### config.mk
export PLATFORM = sky130hd
export DESIGN_NAME = step_controller
export DESIGN_NICKNAME = d
export VERILOG_FILES = /design/src/rtl/step_pkg.sv /design/src/rtl/step_controller_debouncer.sv /design/src/rtl/step_controller.sv
export SDC_FILE = /design/constraint.sdc
export NUM_CORES = 1
export LEC_CHECK = 0
export CAP_MARGIN = 5
export CORE_ASPECT_RATIO = 2
export CORE_MARGIN = 8
export CORE_UTILIZATION = 51
export CTS_BUF_LIST = sky130_fd_sc_hd__clkbuf_4
export CTS_CLUSTER_SIZE = 10
export DETAILED_ROUTE_END_ITERATION = 8
export PLACE_DENSITY = 0.74
export SYNTH_ARGS = -nofsm -noshare
export SYNTH_HDL_FRONTEND = slang
export SYNTH_SLANG_ARGS = --single-unit
### constraint.sdc
create_clock -name clk -period 3.03 [get_ports clk]
set_input_delay 0.909 -clock clk [delete_from_list [all_inputs] [get_ports clk]]
set_output_delay 0.909 -clock clk [all_outputs]
set_load 0.01 [all_outputs]
### src/rtl/step_pkg.sv
// rtl/step_pkg.sv - shared types and parameter defaults for the step controller
// Purpose: FSM state encoding and default timing constants used by step_controller
//          and its debouncer.
// Ports:   none (package).
package step_pkg;

  typedef enum logic [1:0] {
    ST_IDLE   = 2'd0,
    ST_HOLD   = 2'd1,
    ST_REPEAT = 2'd2,
    ST_LOCK   = 2'd3
  } step_state_e;

  localparam int unsigned DEF_DEBOUNCE_CYCLES = 50000;
  localparam int unsigned DEF_REPEAT_DELAY    = 25000000;
  localparam int unsigned DEF_REPEAT_RATE     = 5000000;

endpackage

### src/rtl/step_controller_debouncer.sv
// rtl/step_controller_debouncer.sv - 2-flop synchronizer plus stability-count debouncer
// Purpose: brings one raw asynchronous button into the clk domain and only accepts
//          a level change after it has persisted for DEBOUNCE_CYCLES cycles.
// Ports:   clk   - system clock
//          rst   - asynchronous active-high reset
//          raw   - raw asynchronous button input
//          level - debounced, synchronous button level
module debouncer
  import step_pkg::*;
#(
  parameter int unsigned DEBOUNCE_CYCLES = DEF_DEBOUNCE_CYCLES
) (
  input  logic clk,
  input  logic rst,
  input  logic raw,
  output logic level
);

  localparam int unsigned CW = $clog2(DEBOUNCE_CYCLES + 1);

  logic          sync1_q;
  logic          sync2_q;
  logic          level_q;
  logic [CW-1:0] cnt_q;

  always_ff @(posedge clk or posedge rst) begin
    if (rst) begin
      sync1_q <= 1'b0;
      sync2_q <= 1'b0;
      level_q <= 1'b0;
      cnt_q   <= '0;
    end else begin
      sync1_q <= raw;
      sync2_q <= sync1_q;
      // Any cycle of agreement restarts the stability window.
      if (sync2_q == level_q) begin
        cnt_q <= '0;
      end else if (cnt_q == CW'(DEBOUNCE_CYCLES)) begin
        level_q <= sync2_q;
        cnt_q   <= '0;
      end else begin
        cnt_q <= cnt_q + CW'(1);
      end
    end
  end

  assign level = level_q;

endmodule

### src/rtl/step_controller.sv
// rtl/step_controller.sv - button-driven step strobe generator with auto-repeat
// Purpose: turns up/down push buttons into single-cycle step strobes for an up/down
//          counter, with a delayed auto-repeat while a button stays held and a lockout
//          when both buttons are pressed.
// Ports:   clk    - system clock
//          rst    - asynchronous active-high reset
//          btn_up - raw "count up" button
//          btn_dn - raw "count down" button
//          en     - registered one-cycle step strobe
//          mode   - registered step direction (1 = up, 0 = down)
//          held   - high while in HOLD or REPEAT
module step_controller
  import step_pkg::*;
#(
  parameter int unsigned DEBOUNCE_CYCLES = DEF_DEBOUNCE_CYCLES,
  parameter int unsigned REPEAT_DELAY    = DEF_REPEAT_DELAY,
  parameter int unsigned REPEAT_RATE     = DEF_REPEAT_RATE
) (
  input  logic clk,
  input  logic rst,
  input  logic btn_up,
  input  logic btn_dn,
  output logic en,
  output logic mode,
  output logic held
);

  localparam int unsigned RMAX = (REPEAT_DELAY > REPEAT_RATE) ? REPEAT_DELAY : REPEAT_RATE;
  localparam int unsigned RW   = $clog2(RMAX + 1);

  logic up_lvl;
  logic dn_lvl;

  debouncer #(.DEBOUNCE_CYCLES(DEBOUNCE_CYCLES)) u_deb_up (
    .clk   (clk),
    .rst   (rst),
    .raw   (btn_up),
    .level (up_lvl)
  );

  debouncer #(.DEBOUNCE_CYCLES(DEBOUNCE_CYCLES)) u_deb_dn (
    .clk   (clk),
    .rst   (rst),
    .raw   (btn_dn),
    .level (dn_lvl)
  );

  step_state_e   state_q, state_d;
  logic [RW-1:0] cnt_q, cnt_d;
  logic          en_q, en_d;
  logic          mode_q, mode_d;
  logic          active;
  logic          opposite;

  // mode_q records the direction of the button that started the current hold.
  assign active   = mode_q ? up_lvl : dn_lvl;
  assign opposite = mode_q ? dn_lvl : up_lvl;

  always_comb begin
    state_d = state_q;
    cnt_d   = cnt_q;
    en_d    = 1'b0;
    mode_d  = mode_q;
    case (state_q)
      ST_IDLE: begin
        cnt_d = '0;
        if (up_lvl && dn_lvl) begin
          state_d = ST_LOCK;
        end else if (up_lvl || dn_lvl) begin
          en_d    = 1'b1;
          mode_d  = up_lvl;
          cnt_d   = RW'(1);
          state_d = ST_HOLD;
        end
      end
      ST_HOLD, ST_REPEAT: begin
        // cnt_q holds the number of edges since the last pulse, starting at 1.
        if (!active) begin
          state_d = ST_IDLE;
          cnt_d   = '0;
        end else if (opposite) begin
          state_d = ST_LOCK;
          cnt_d   = '0;
        end else if (cnt_q == ((state_q == ST_HOLD) ? RW'(REPEAT_DELAY) : RW'(REPEAT_RATE))) begin
          en_d    = 1'b1;
          cnt_d   = RW'(1);
          state_d = ST_REPEAT;
        end else begin
          cnt_d = cnt_q + RW'(1);
        end
      end
      ST_LOCK: begin
        cnt_d = '0;
        if (!up_lvl && !dn_lvl) begin
          state_d = ST_IDLE;
        end
      end
      default: begin
        state_d = ST_IDLE;
        cnt_d   = '0;
      end
    endcase
  end

  always_ff @(posedge clk or posedge rst) begin
    if (rst) begin
      state_q <= ST_IDLE;
      cnt_q   <= '0;
      en_q    <= 1'b0;
      mode_q  <= 1'b1;
    end else begin
      state_q <= state_d;
      cnt_q   <= cnt_d;
      en_q    <= en_d;
      mode_q  <= mode_d;
    end
  end

  assign en   = en_q;
  assign mode = mode_q;
  assign held = (state_q == ST_HOLD) || (state_q == ST_REPEAT);

endmodule

# == Word-level counts from Yosys, hierarchy flattened ==
# Index checks and enable logic that the tools add are counted.
# word_totals
input_bits,4
register_bits,67
out_inout_bits,3
wordCells,67
# op_classes
n_bitwise,3
n_eq_ne,11
mux,26
reduce_logical,12
add_sub_neg,3
# ops
op,n
2-to-1 mux 25 bit,4
one-hot mux 25 bit (3 select lines),1
2-to-1 mux 16 bit,4
adder 16 x 1 -> 16 bit (second input constant),2
equality test 16 bit (second input constant),2
adder 25 x 1 -> 25 bit (second input constant),1
equality test 25 bit,1
2-to-1 mux 2 bit,6
2-to-1 mux 1 bit,9
one-hot mux 2 bit (3 select lines),1
AND reduction 3 bit,2
equality test 2 bit (second input constant),2
!= test 4 bit (second input constant),1
AND reduction 2 bit,2
!= test 3 bit (second input constant),1
inverter 1 bit,3
equality test 1 bit,2
equality test 2 x 1 -> 1 bit (second input constant),1
logical AND 1 bit,2
zero test 1 bit,2
zero test 2 bit,1
logical OR 1 bit,2
!= test 2 bit (second input constant),1
one-hot mux 1 bit (2 select lines),1
OR reduction 2 bit,1

# == Logic depth before layout (Yosys ltp) ==
# depth
depth_word,7
ltp_mapped,9
mapped_depth_nobuf,7

# == By module ==
# Synthesis repeated with hierarchy kept, for this count alone.
# unflattened
hier_cells,348
area_unflattened_um2,3505.9
# modules_own_cells
module,area_each_um2,cells_per_inst,instances,seq_area_each_um2
debouncer,938.4,88,2,475.5
step_controller,1629.1,172,1,726.9

# == Least setup slack after synthesis ==
# Ideal clock, no wire load.
# synth_path
path_kind,reg-to-reg
from,reg state_q[0]
to,reg cnt_q[14]
arrival_ps,1696
stages_incl_launch_ff,8
synth_period_minus_slack_ps,1768
setup_ps,71
path_slack_ps,1262
path_buffers,2
t_required_ps,2959
cell_sequence,dfrtp_1 inv_1 ha_1 o21ai_0 or3_1 buf_2 buf_2 nor2_1
# synth_via
elab_chain_cells,7
elab_cells_between_ends,11
cone_classes,4 x eq/ne; 5 x mux; 2 x reduce/logical
# synth_rtl
element,line_no,rtl
"start, declared",step_controller.sv:48,"step_state_e state_q, state_d;"
"start signal, assigned",step_controller.sv:112,state_q <= state_d;
equality test 2 x 1 -> 1 bit,"step_controller.sv:64, step_controller.sv:84",
2-to-1 mux 25 bit,step_controller.sv:84,end else if (cnt_q == ((state_q == ST_HOLD) ? RW'(REPEAT_DELAY) : RW'(REPEAT_RATE))) begin
equality test 25 bit,step_controller.sv:84,
2-to-1 mux 25 bit,step_controller.sv:84,
2-to-1 mux 25 bit,step_controller.sv:81,end else if (opposite) begin
2-to-1 mux 25 bit,step_controller.sv:78,if (!active) begin
one-hot mux 25 bit (3 select lines) (*),step_controller.sv:64,case (state_q)
named net cnt_d[14],step_controller.sv:49,"logic [RW-1:0] cnt_q, cnt_d;"
"end signal, assigned",step_controller.sv:113,cnt_q <= cnt_d;
"end, declared",step_controller.sv:49,
# The timed path passes the listed nets; every way through them passes the cells marked *.
# A chain may end at the register's enable or synchronous reset.

# == Worst setup path in the final report ==
# layout_path
from,reg state_q[0]
to,out held
# layout_via
elab_chain_cells,2
elab_cells_between_ends,3
cone_classes,2 x eq/ne; 1 x reduce/logical
# layout_rtl
element,line_no,rtl
equality test 2 x 1 -> 1 bit / equality test 2 bit (equally long branches),step_controller.sv:121,assign held = (state_q == ST_HOLD) || (state_q == ST_REPEAT);
logical OR 1 bit (*),step_controller.sv:121,
"end, declared",step_controller.sv:25,output logic held
# Mark *: on every way between the ends. The rest lies on a longest branch, timed or not.

==> out/metrics.yaml <==
cts_setup_buffers: 0
fillers: 588
grt_overflow: 0
crit_fanout: 5
grt.met2_usage_pct: 26.4
clockRootBuffer: "clkbuf_4"
clock-skew-final_ps: 20.5
period_minus_slack_ps: 2720
maxSlewHeadroom_pct: 58.9
ys_types: 38
core-area_sq_mm: 0.00657
synth.avg_cell_area_sq_um: 9.74
pre_cts_slack_ps: 751
nets: 382
drv_cap: 0
crit_path_start: "state_q[0]$_DFFE_PP0P_"
vdd_ir_drop_max_mv: 0.239
routed_via_density: 5.28
gp_congestion: 0.865
drive_gt1_share_pct: 5.95
crit_chain: "inv_1 > ha_1 > clkdlybuf4s50_1"
io_pins: 7
ys_seq_area_share_pct: 48.7
synthCells: 354
dieArea_sq_mm: 0.00981
cts_resized: 0
slowest_delay_ps: 560
min_path_type: "flop to flop"
grt_max_degree: 41
grt_pass1_wl_microns: 11400
start_kind: "flop"
timing.fmax_mhz: 367
rsz0062_at_grt: "false"
htreeDepth: 3
dr_total_vias: 2424
fin_ws_ps: 307
initial_core_util_pct: 52.5
io_buffers: 6
worst_slew_pin_slew_ps: 616
outcome: "completed"
wirelength_microns: 6560
use_met3_pct: 5.11
fin_setup_tns_ps: 0
p_leak_nw: 1.57
worstReg2RegStart: "u_deb_dn.cnt_q[10]$_DFF_PP0_"
ys_ff_latch: 67
syn_to_final_growth_pct: 6.86
dieHeight_microns: 132
end_kind: "output port"
maxSlewViolCount: 0
power_mw: 1.43
critical-path-slowest-cell: "clkdlybuf4s50_1"
die_width_microns: 74.1
cts_buffers: 9
reg2reg_to: "u_deb_dn.cnt_q[2]$_DFF_PP0_"
reg2reg_depth: 4
hold_buffers: 0
powerDensity_mw_per_mm2: 387
syn_area_sq_mm: 0.00345
hold_viol_final: 0
seqCellArea_sq_mm: 0.00168
critPathCapture: "held"
post-route-util_pct: 56.1
cts_tree: "built"
critPathKind: "flop to output port"
first_pass_iters: 5
synth_nets: 371
critical_path_required_ps: 2120
antenna_found_initial: 1
drc_errors: 0
multi_input_area_sq_mm: 0.00162
ys_warn_count: 0
cts_sinks: 67
grt_pass1_vias: 2531
setup_violations: 0
clk_pin_slew_worst_paths_ps: 100
fin_crit_sh_pct: 89.9
drt_first_iter_violations: 126
row_count: 42
clk_latency_ps: 440
grt-busiest-layer: "met2"
reg2reg_slack_ps: 880
met1_usage_pct: 14.9
cp_data_arrival_time_ps: 1810
grt_usage_pct: 15.2
clockBufferDepth: 2
wl_per_cell_microns: 14.3
dpl.hpwl_microns: 4740
final_antenna_net_count: 0
[Yosys cell counts]
| library cell | instances | share of area (%) |
|---|---|---|
| a21oi_1 | 4 | 0.58 |
| a22oi_1 | 1 | 0.22 |
| and2_0 | 1 | 0.18 |
| and2_1 | 1 | 0.18 |
| and3_1 | 6 | 1.1 |
| and4_1 | 5 | 1.3 |
| and4b_1 | 3 | 0.87 |
| buf_12 | 1 | 0.58 |
| buf_2 | 4 | 0.58 |
| buf_4 | 1 | 0.22 |
| buf_6 | 2 | 0.65 |
| clkbuf_1 | 2 | 0.22 |
| dfrtp_1 | 66 | 48 |
| dfstp_2 | 1 | 0.76 |
| ha_1 | 13 | 4.7 |
| inv_1 | 19 | 2.1 |
| inv_2 | 1 | 0.11 |
| mux2_2 | 1 | 0.33 |
| mux2i_1 | 1 | 0.29 |
| nand2_1 | 22 | 2.4 |
| nand2b_1 | 4 | 0.73 |
| nand3_1 | 21 | 3.0 |
| nand4_1 | 20 | 3.6 |
| nor2_1 | 72 | 7.8 |
| nor2b_1 | 1 | 0.18 |
| nor3_1 | 5 | 0.73 |
| nor3b_1 | 1 | 0.22 |
| nor4_1 | 3 | 0.54 |
| nor4_2 | 2 | 0.73 |
| nor4_4 | 1 | 0.62 |
| nor4b_1 | 2 | 0.51 |
| nor4bb_1 | 1 | 0.29 |
| o21ai_0 | 8 | 1.2 |
| o31ai_1 | 1 | 0.22 |
| or3_1 | 3 | 0.54 |
| or4b_1 | 2 | 0.58 |
| xnor2_1 | 20 | 5.1 |
| xor2_1 | 32 | 8.1 |
[critical path: cells and delay by family, from the launching register on]
kind | cells | cell delay, ps
buffers and inverters | 2 | 640
flip-flops | 1 | 410
adder cells (fa/ha/maj) | 1 | 350
[per-layer routing]
metal	routed length, microns	up-vias
met3	187	13
met5	0	-
li1	-	1208
met1	2510	1177
met4	174	0
met2	3690	26
[cell usage in the layout, fill, tap and decap left out, types with 3 or more instances in the layout]
cell	instances
nand2b_1	4
and4_1	5
nor3_1	5
buf_4	3
nor2_1	72
and4b_1	3
dfrtp_1	66
clkdlybuf4s50_1	6
and3_1	6
o21ai_0	8
xnor2_1	20
clkbuf_4	10
ha_1	13
clkinv_1	5
inv_1	18
nor4_1	3
nand4_1	20
nand3_1	21
xor2_1	32
a21oi_1	4
or3_1	3
nand2_1	22
[cells by family after synthesis]
kind of cell | after synthesis | synth area share, %
xor+xnor | 52 | 13.2
mux | 2 | 0.617
flops | 67 | 48.7
fa+ha+maj | 13 | 4.72
compound gates | 14 | 2.18
simple gates | 176 | 26.2
buf+inv | 30 | 4.43
[power by group]
part	internal [mW]	leakage [nW]	total, mW	switching [mW]
sequential	0.903	0.918	0.913	0.0105
clock	0.163	0.0578	0.462	0.299
combinational	0.0169	0.589	0.0508	0.0340
total	1.08	1.57	1.43	0.343
[flip-flops by register name (all words and copies together), names as in the netlist]
name,cells
u_deb_up.level,1
cnt_q,25
u_deb_up.sync1_q,1
u_deb_dn.sync2_q,1
u_deb_dn.level,1
u_deb_dn.sync1_q,1
u_deb_dn.cnt_q,16
mode,1
u_deb_up.sync2_q,1
u_deb_up.cnt_q,16
state_q,2
en,1
[how the worst min path moves through the flow]
| stage | startpoint | endpoint | slack (ps) | cells after the start |
|---|---|---|---|---|
| 3_5_place_dp | u_deb_dn.sync1_q$_DFF_PP0_ | u_deb_dn.sync2_q$_DFF_PP0_ | 340 | 0 |
| 3_3_place_gp | u_deb_up.sync1_q$_DFF_PP0_ | u_deb_up.sync2_q$_DFF_PP0_ | 330 | 0 |
| 6_report | u_deb_dn.sync1_q$_DFF_PP0_ | u_deb_dn.sync2_q$_DFF_PP0_ | 360 | 0 |
| 2_1_floorplan | u_deb_dn.sync1_q$_DFF_PP0_ | u_deb_dn.sync2_q$_DFF_PP0_ | 330 | 0 |
| 5_1_grt | u_deb_dn.sync1_q$_DFF_PP0_ | u_deb_dn.sync2_q$_DFF_PP0_ | 370 | 0 |
| 4_1_cts | u_deb_dn.sync1_q$_DFF_PP0_ | u_deb_dn.sync2_q$_DFF_PP0_ | 360 | 0 |
[final cells by class]
class | instances | share of cell area [%]
timing repair buffer | 10 | 2.79
multi-input combinational | 257 | 43.9
clock inverter | 6 | 0.645
clock buffer | 10 | 2.04
sequential | 67 | 45.6
tap | 88 | 2.99
antenna | 1 | 0.0679
inverter | 20 | 2.04
[metrics by stage]
| step | instance area, sq um | hold WS, ps | cells |
|---|---|---|---|
| 2_1_floorplan | 3450 | 331 | 354 |
| 3_3_place_gp | 3580 | 334 | 442 |
| 3_5_place_dp | 3580 | 337 | 442 |
| 4_1_cts | 3680 | 359 | 458 |
| 5_1_grt | 3680 | 369 | 459 |
| 6_report | 3680 | 356 | 459 |
(Power assumes the default switching activity.)
